## config.mk

```make
export PLATFORM = sky130hd
export DESIGN_NAME = alu_pipe
export DESIGN_NICKNAME = d
export VERILOG_FILES = /design/src/rtl/alu_pipe.sv
export SDC_FILE = /design/constraint.sdc
export NUM_CORES = 1
export LEC_CHECK = 0
export BUFFER_PORTS_ARGS = -buffer_cell sky130_fd_sc_hd__buf_2
export CAP_MARGIN = 15
export CORE_MARGIN = 3
export CORE_UTILIZATION = 30
export CTS_BUF_LIST = sky130_fd_sc_hd__clkbuf_16
export CTS_CLUSTER_SIZE = 10
export DETAILED_ROUTE_END_ITERATION = 12
export GPL_ROUTABILITY_DRIVEN = 0
export PLACE_DENSITY = 0.48
export SLEW_MARGIN = 20
export SYNTH_ARGS = -nofsm -noshare
export SYNTH_HDL_FRONTEND = slang
export SYNTH_SLANG_ARGS = --single-unit
```

## constraint.sdc

```tcl
create_clock -name clk -period 7.8 [get_ports clk]
set_input_delay 0.39 -clock clk [delete_from_list [all_inputs] [get_ports clk]]
set_output_delay 0.39 -clock clk [all_outputs]
set_load 0.03 [all_outputs]
```

## src/rtl/alu_pipe.sv

```systemverilog
// Two-stage pipelined WIDTH-bit ALU with valid/ready handshake, registered
// result flags and an internal carry flag for multi-precision chaining.
module alu_pipe #(
  parameter int unsigned WIDTH = 16
) (
  input  logic             clk,
  input  logic             rst,
  input  logic             in_valid,
  output logic             in_ready,
  input  logic [WIDTH-1:0] in_a,
  input  logic [WIDTH-1:0] in_b,
  input  logic [3:0]       select,
  input  logic             mode,
  input  logic             carry_in,
  input  logic             use_cflag,
  input  logic             cflag_clr,
  output logic             out_valid,
  input  logic             out_ready,
  output logic [WIDTH-1:0] alu_out,
  output logic             carry_out,
  output logic [4:0]       flags,
  output logic             cflag
);

  localparam int unsigned SUM_W = WIDTH + 1;

  logic             s1_valid;
  logic             s2_valid;
  logic [WIDTH-1:0] s1_a;
  logic [WIDTH-1:0] s1_b;
  logic [3:0]       s1_select;
  logic             s1_mode;
  logic             s1_carry_in;
  logic             s1_use_cflag;

  logic             adv1;
  logic             adv2;

  logic [WIDTH-1:0] logic_res;
  logic [WIDTH-1:0] op_x;
  logic [WIDTH-1:0] op_y;
  logic [SUM_W-1:0] sum;
  logic             cin;
  logic [WIDTH-1:0] res;
  logic             res_carry;
  logic             res_ovf;
  logic             res_eq;
  logic             arith_load;

  // Handshake: stage 2 frees when empty or retiring, stage 1 when it can move on.
  assign adv2      = ~s2_valid | out_ready;
  assign adv1      = ~s1_valid | adv2;
  assign in_ready  = adv1;
  assign out_valid = s2_valid;

  // Stage 1: operand capture.
  always_ff @(posedge clk or negedge rst) begin
    if (!rst) begin
      s1_valid     <= 1'b0;
      s1_a         <= '0;
      s1_b         <= '0;
      s1_select    <= 4'd0;
      s1_mode      <= 1'b0;
      s1_carry_in  <= 1'b0;
      s1_use_cflag <= 1'b0;
    end else if (adv1) begin
      s1_valid     <= in_valid;
      s1_a         <= in_a;
      s1_b         <= in_b;
      s1_select    <= select;
      s1_mode      <= mode;
      s1_carry_in  <= carry_in;
      s1_use_cflag <= use_cflag;
    end
  end

  // Bitwise functions.
  always_comb begin
    logic_res = '0;
    case (s1_select)
      4'd0:    logic_res = ~s1_a;
      4'd1:    logic_res = ~(s1_a | s1_b);
      4'd2:    logic_res = ~s1_a & s1_b;
      4'd3:    logic_res = '0;
      4'd4:    logic_res = ~(s1_a & s1_b);
      4'd5:    logic_res = ~s1_b;
      4'd6:    logic_res = s1_a ^ s1_b;
      4'd7:    logic_res = s1_a & ~s1_b;
      4'd8:    logic_res = ~s1_a | s1_b;
      4'd9:    logic_res = ~(s1_a ^ s1_b);
      4'd10:   logic_res = s1_b;
      4'd11:   logic_res = s1_a & s1_b;
      4'd12:   logic_res = '1;
      4'd13:   logic_res = s1_a | ~s1_b;
      4'd14:   logic_res = s1_a | s1_b;
      default: logic_res = s1_a;
    endcase
  end

  // Adder operand selection; every arithmetic function is X + Y + cin.
  always_comb begin
    op_x = s1_a;
    op_y = '0;
    case (s1_select)
      4'd0:    begin op_x = s1_a;          op_y = '0;           end
      4'd1:    begin op_x = s1_a | s1_b;   op_y = '0;           end
      4'd2:    begin op_x = s1_a | ~s1_b;  op_y = '0;           end
      4'd3:    begin op_x = '1;            op_y = '0;           end
      4'd4:    begin op_x = s1_a;          op_y = s1_a & ~s1_b; end
      4'd5:    begin op_x = s1_a | s1_b;   op_y = s1_a & ~s1_b; end
      4'd6:    begin op_x = s1_a;          op_y = ~s1_b;        end
      4'd7:    begin op_x = s1_a & ~s1_b;  op_y = '1;           end
      4'd8:    begin op_x = s1_a;          op_y = s1_a & s1_b;  end
      4'd9:    begin op_x = s1_a;          op_y = s1_b;         end
      4'd10:   begin op_x = s1_a | ~s1_b;  op_y = s1_a & s1_b;  end
      4'd11:   begin op_x = s1_a & s1_b;   op_y = '1;           end
      4'd12:   begin op_x = s1_a;          op_y = s1_a;         end
      4'd13:   begin op_x = s1_a | s1_b;   op_y = s1_a;         end
      4'd14:   begin op_x = s1_a | ~s1_b;  op_y = s1_a;         end
      default: begin op_x = s1_a;          op_y = '1;           end
    endcase
  end

  // Chained beats read the flag as it stands at their compute edge.
  assign cin = s1_use_cflag ? cflag : s1_carry_in;
  assign sum = SUM_W'(op_x) + SUM_W'(op_y) + SUM_W'(cin);

  always_comb begin
    res       = sum[WIDTH-1:0];
    res_carry = sum[WIDTH];
    res_ovf   = (op_x[WIDTH-1] == op_y[WIDTH-1]) && (sum[WIDTH-1] != op_x[WIDTH-1]);
    if (s1_mode) begin
      res       = logic_res;
      res_carry = 1'b0;
      res_ovf   = 1'b0;
    end
  end

  assign res_eq     = (s1_a == s1_b);
  assign arith_load = adv2 & s1_valid & ~s1_mode;

  // Stage 2: result and flags register.
  always_ff @(posedge clk or negedge rst) begin
    if (!rst) begin
      s2_valid  <= 1'b0;
      alu_out   <= '0;
      carry_out <= 1'b0;
      flags     <= 5'd0;
    end else if (adv2) begin
      s2_valid  <= s1_valid;
      alu_out   <= res;
      carry_out <= res_carry;
      flags     <= {res_eq, res_ovf, res[WIDTH-1], (res == '0), res_carry};
    end
  end

  // Carry flag: an arithmetic load takes priority over a clear request.
  always_ff @(posedge clk or negedge rst) begin
    if (!rst) begin
      cflag <= 1'b0;
    end else if (arith_load) begin
      cflag <= sum[WIDTH];
    end else if (cflag_clr) begin
      cflag <= 1'b0;
    end
  end

endmodule

```

==> reports/results.ini, run 1 <==
[logic_synthesis]
synth-edff-count=0
synth_compound_area_share_pct=32.43
yosys.area_share.simple_pct=19.19
syn_area_per_cell_um2=7.612
syn_nets=1056
yosys_warnings=0
synthTopCellsByArea=dfrtp_1 22%, ha_1 14%, o21ai_0 6.0%
synth_fa_ha_area_share_pct=14.51
synth_area_leader_cell=dfrtp_1
synth.distinct_cells=70
syn_area_um2=7087
synth_top_family_by_area=compound AO/OA/AOI/OAI gates
synth_top_area_share_pct=21.89
synth_seq_cells=62
synth-xor-area-share_pct=1.483
synthArstFlopShare_pct=100.0
muxShareOfSynthArea_pct=3.937
yosysSeqAreaShare_pct=21.89
synth-main-ff-cell=dfrtp_1
synth_cells=931

[cells_and_area]
final_cell_mix=95 x nand2_1, 85 x o21ai_0, 83 x nor2_1
fin_nets=1084
area_growth_pct=13.54
antenna_cells=0
final_common_cell=nand2_1
finalNonFillerCells=1277
post-route-util_pct=35.11
drive_gt1_share_pct=13.90

[clock_network]
cts_made_buffers=9
hold_buffers=0
cts_sinks=62
h-tree-depth=3
ctsResizeCount=0
root_buffer=clkbuf_16
cts_setup_buffers=0
cts_tree=built
clock_latency_ps=360
ctsLongestPathBuffers=2
clk_pin_slew_ps=70

[timing]
max_slew.worst_pin.slew_ps=971.7
whs_ps=226.5
rsz0062_at_grt=false
skew_ps=11.28
period_share_pct=80.35
relSlewSlack_pct=34.93
finalHoldViolCount=0
setup_slack_ps=1532
fmax_ghz=0.1596
period_minus_slack_ps=6268
tns_ps=0
setup_viol=0
slew_violations=0

[setup_path]
worstRegToRegCells=17
cp.required_ps=8060
startpoint_type=register
worstPathArrival_ps=6530
r2r-start=s1_select[1]$_DFFE_PN0P_
ff2ff_setup_slack_ps=1530
reg2reg_to=flags[1]$_DFFE_PN0N_
cp_max_fo=43
worst_setup_path_end_kind=register
crit_type=register to register

[detailed_routing]
drt-initial-drc-count=1002
route.antenna.remaining_nets=0
totalWireLength_um=29080
viasPerCell=6.006
drtPass1Iterations=8
vias=7670
drc=0
wl_per_cell_um=22.77

[min_path]
min_path_type=input pin to register
hp-start=in_valid
hold_path_end=s1_valid$_DFFE_PN0P_
hold_depth=2

[pwr]
power_density_nw_per_um2=255.1
p_leak_nw=3.506
power_frac_comb_pct=53.5
vdd_ir_drop_max_mv=0.1410
p_seq_share_pct=22.6
netSwitchingPower_w=0.0009479
p_int_w=0.001105
swShare_pct=46.17
p_clk_share_pct=23.9

[floorplan]
die_x_um=159.7
coreArea_um2=22920
dieArea_um2=25500
initial_core_util_pct=30.93
num_io_pins=69
rows=55
die_h_um=159.7

[place]
place_hpwl_um=20530
placed_cells=1261
dp_slack_ps=1662
io_buffer_count=68

[grt]
grt_pass1_wl_um=44160
grt.overflow.total=0
grt_antenna_before_repair=0
grt_max_degree=63
grt_pass1_vias=7151
grt_util_all_layers_pct=22.15

[outcome]
status=finished clean

[job]
cap_violations=0

state kept, by name, summed over array words and instances, names as in the netlist:
register,cells
s1_a,16
s1_mode,1
alu_out,15
flags,5
s1_valid,1
s1_b,16
out_valid,1
s1_use_cflag,1
s1_carry_in,1
cflag,1
s1_select,4
cell usage after synthesis, types with 13 or more instances:
cell type / instances
mux2i_1: 14
nand2_1: 96
o32a_1: 16
a21oi_1: 74
dfrtp_1: 62
buf_2: 14
a22oi_1: 33
ha_1: 79
o21ai_0: 85
clkbuf_1: 53
nand3_1: 18
nor2_1: 83
inv_1: 42
nand2b_1: 13
o22ai_1: 39
routing by layer:
| layer | up-vias | track usage [%] | share of wire, % |
|---|---|---|---|
| met5 | - | 0 | 0 |
| met4 | 0 | 8.237 | 3.6 |
| met3 | 74 | 4.462 | 8.6 |
| met2 | 439 | 34.32 | 45 |
| met1 | 3640 | 30.46 | 43 |
| li1 | 3517 | - | - |
area by class of cell:
type                    instances  area (µm²)
fillers                      2402       14870
flip-flops and latches         62        1554
repair buffers                 92       520.5
multi-input cells             752        5076
inverters                      42       157.7
clock buffers                   9       225.2
well taps                     313       391.6
clock inverters                 7       121.4
per-stage QoR:
stage | area (µm²) | total power (W)
6_report | 8046 | 0.002053
2_1_floorplan | 7087 | 0.001214
3_5_place_dp | 7700 | 0.001543
4_1_cts | 8046 | 0.002045
3_3_place_gp | 7700 | 0.001554
5_1_grt | 8046 | 0.002175
worst max path at each step:
stage                                   from                    to  slack (ps)  cells after the start
floorplan           s1_select[1]$_DFFE_PN0P_  flags[1]$_DFFE_PN0N_        2280                     18
global placement    s1_select[1]$_DFFE_PN0P_  flags[1]$_DFFE_PN0N_        1830                     17
detailed placement  s1_select[1]$_DFFE_PN0P_  flags[1]$_DFFE_PN0N_        1660                     17
CTS                 s1_select[1]$_DFFE_PN0P_  flags[1]$_DFFE_PN0N_        1620                     17
global route        s1_select[1]$_DFFE_PN0P_  flags[1]$_DFFE_PN0N_        1130                     17
finish              s1_select[1]$_DFFE_PN0P_  flags[1]$_DFFE_PN0N_        1530                     17
power groups by stage:
stage / clock network (W) / logic [W] / registers (W)
after floorplan: 0 / 0.000687 / 0.000527
after global placement: 0 / 0.00108 / 0.000470
after detailed placement: 0 / 0.00107 / 0.000470
after CTS: 0.000501 / 0.00108 / 0.000465
after global routing: 0.000514 / 0.00118 / 0.000477
final: 0.000490 / 0.00110 / 0.000465
worst max-delay path, stage by stage (launching register included):
cell,delay [ps]
dfrtp_2,860
and2_1,460
nand2_1,160
o211ai_1,160
o31ai_1,100
nand2_1,540
o32ai_1,250
fa_1,460
fa_1,550
nor2b_4,150
o2111ai_1,160
a31oi_1,260
o21a_1,210
mux2_4,310
or4_4,540
a2111oi_2,320
or4b_1,470
o31ai_1,200
cell families (layout without fill, tap and decap cells):
| logic type | after synthesis | count (layout) |
|---|---|---|
| buffers and inverters | 117 | 150 |
| multiplexers | 25 | 25 |
| XOR/XNOR | 12 | 12 |
| AND/OR/NAND/NOR | 286 | 286 |
| flip-flops | 62 | 62 |
| AO/OA/AOI/OAI | 348 | 348 |
| adder cells (fa/ha/maj) | 81 | 81 |
Note: power is estimated with default switching activity, not from simulation.
==> run 2, diff against run 1 <==
Clock period 7.8 ns to 5.8 ns, I/O delays scaled along.
==> run 2 against run 1 <==
Against the previous run: cell count is 1.2% higher; clock skew is 0.79 ps lower; design area is 0.79% higher; sequential power is 32% higher; power is 32% higher; die area stayed put; critical path type unchanged.
==> reports/results.ini, run 2 (synthesis results as in run 1) <==
[timing]
tns_ps=0  ; unchanged
max_slew.worst_pin.slew_ps=988.1  ; +16.40 ps
whs_ps=85.95  ; -140.6 ps
fmax_ghz=0.1892  ; +19%
skew_ps=10.48  ; -0.7948 ps
relSlewSlack_pct=33.83  ; -1.1 points
period_minus_slack_ps=5284  ; -983.2 ps
rsz0062_at_grt=false
slew_violations=0  ; unchanged
setup_viol=0  ; unchanged
finalHoldViolCount=0  ; unchanged
period_share_pct=91.11  ; +11 points

[cells_and_area]
drive_gt1_share_pct=15.22  ; +1.3 points
finalInstanceArea_um2=8110  ; +0.79%
n_fill_cell=2451  ; +2.0%
final_cell_mix=95 x nand2_1, 85 x o21ai_0, 83 x nor2_1
reg_top3=s1_a: 16 flops, s1_b: 16 flops, alu_out: 15 flops
final_common_cell=nand2_1
area_growth_pct=14.44
antenna_cells=0  ; unchanged
fin_nets=1099  ; +1.4%

[place]
dpl-instance-area_um2=7812  ; +1.5%
place_hpwl_um=20390  ; -0.67%
io_buffer_count=68  ; unchanged

[grt]
grt_antenna_before_repair=0  ; unchanged
grt_pass1_wl_um=44290  ; +0.30%
grt_util_all_layers_pct=22.18  ; +0.031 points
grt_max_degree=76  ; +21%
grt.overflow.total=0  ; unchanged
grt_pass1_vias=7238  ; +1.2%

[floorplan]
die_h_um=159.7  ; unchanged
num_io_pins=69  ; unchanged
coreArea_um2=22920  ; unchanged
initial_core_util_pct=30.93  ; unchanged
dieArea_um2=25500  ; unchanged
rows=55  ; unchanged
die_x_um=159.7  ; unchanged

[clock_network]
root_buffer=clkbuf_16
clk_pin_slew_ps=60  ; about the same
cts_tree=built
cts_made_buffers=9  ; unchanged
ctsLongestPathBuffers=2  ; unchanged
clock_latency_ps=360  ; about the same
h-tree-depth=3  ; unchanged
cts_sinks=62  ; unchanged
ctsResizeCount=0  ; unchanged
hold_buffers=0  ; unchanged
cts_setup_buffers=0  ; unchanged

[setup_path]
cp.required_ps=6050  ; -2010 ps
crit_type=register to register
crit_chain=and2_1 -> nand2_1 -> o211ai_1 -> o31ai_1 -> nand2_1 -> o32ai_1 -> fa_1 -> fa_1 -> nor2b_4 -> o2111ai_1 -> a31oi_1 -> o21a_1 -> mux2_4 -> or4_4 -> a2111oi_2 -> or4b_1 -> o31ai_1
critical_path.top_delay_family=simple AND/OR/NAND/NOR gates
slowest_stage=dfrtp_2
cp_num_cells=17  ; unchanged
worst_setup_path_end_kind=register
startpoint_type=register
cp_max_fo=27  ; -37%
slowest_delay_ps=660  ; -200 ps
worstPathArrival_ps=5540  ; -990 ps
worstRegToRegCells=17  ; unchanged
crit_buf_inv=0  ; unchanged

[detailed_routing]
vias=7678  ; +0.10%
viasPerCell=5.943  ; -1.1%
drt-initial-drc-count=911  ; -9.1%
route.antenna.remaining_nets=0  ; unchanged
drtPass1Iterations=6  ; -2
wl_per_cell_um=22.28  ; -2.1%
totalWireLength_um=28790  ; -0.99%
drc=0  ; unchanged

[pwr]
swShare_pct=47.86  ; +1.7 points
p_int_w=0.001416  ; +28%
vdd_ir_drop_max_mv=0.1316  ; -6.6%
p_leak_nw=3.549  ; +1.2%
p_seq_share_pct=22.7  ; about the same
p_clk_share_pct=21.1  ; -2.8 points
power_density_nw_per_um2=334.9  ; +31%
power_frac_comb_pct=56.2  ; +2.7 points
netSwitchingPower_w=0.001300  ; +37%

[min_path]
min_path_type=input pin to asynchronous set/reset pin

[outcome]
status=finished clean

[job]
cap_violations=0  ; unchanged

[run 2: cell types whose count changed in the layout (fill, tap and decap cells not counted), sizes merged]
cell | previous run | this run
bufinv | 3 | 1
buf | 92 | 107
clkinvlp | 0 | 2
[run 2: area by class of cell]
class | count | area, µm² | share of cell area [%]
multi-input combinational | 752 | 5076 | 62.59
sequential | 62 | 1554 | 19.16
timing repair buffer | 107 | 633.1 | 7.806
tap | 313 | 391.6 | 4.829
clock buffer | 9 | 225.2 | 2.777
inverter | 42 | 157.7 | 1.944
clock inverter | 7 | 72.57 | 0.8948
[run 2: power groups by stage]
stage                     Clock [W]  Sequential, W  Combinational (W)
after global routing       0.000605       0.000633            0.00165
after global placement            0       0.000623            0.00150
after floorplan                   0       0.000709           0.000924
after detailed placement          0       0.000623            0.00149
final                      0.000574       0.000616            0.00153
after CTS                  0.000589       0.000616            0.00150
[run 2: worst paths after layout]
| check | from | end | slack [ps] |
|---|---|---|---|
| worst max-delay path | s1_select[1]$_DFFE_PN0P_ | flags[1]$_DFFE_PN0N_ | 520 |
| worst min-delay path | rst | s1_a[10]$_DFFE_PN0P_ | 90 |
| worst max register to register | s1_select[1]$_DFFE_PN0P_ | flags[1]$_DFFE_PN0N_ | 520 |
| worst min register to register | alu_out[3]$_DFFE_PN0N_ | alu_out[3]$_DFFE_PN0N_ | 460 |
| max in group asynchronous | rst | s1_b[5]$_DFFE_PN0P_ | 5100 |
| min in group clk | in_valid | s1_valid$_DFFE_PN0P_ | 120 |
[run 2: per-stage QoR]
stage / utilization (%) / cells / power [W] / setup slack, ps
floorplan: - / 931 / 0.001633 / 284.3
global placement: 34.09 / 1276 / 0.002121 / 687.8
detailed placement: 34.09 / 1276 / 0.002111 / 529.9
CTS: 35.39 / 1292 / 0.002701 / 527.1
global route: 35.39 / 1292 / 0.002885 / 188.2
finish: 35.39 / 1292 / 0.002716 / 515.6
[run 2: per-layer routing]
metal  GRT usage [%]  vias to the layer above  part of all wire, %  wire length, µm
li1                -                     3538                    -                -
met1           30.90                     3633                   44            12590
met2           32.37                      419                   42            12110
met3           5.422                       88                  9.4             2695
met4           9.869                        0                  4.8             1386
met5               0                        -                    0                0
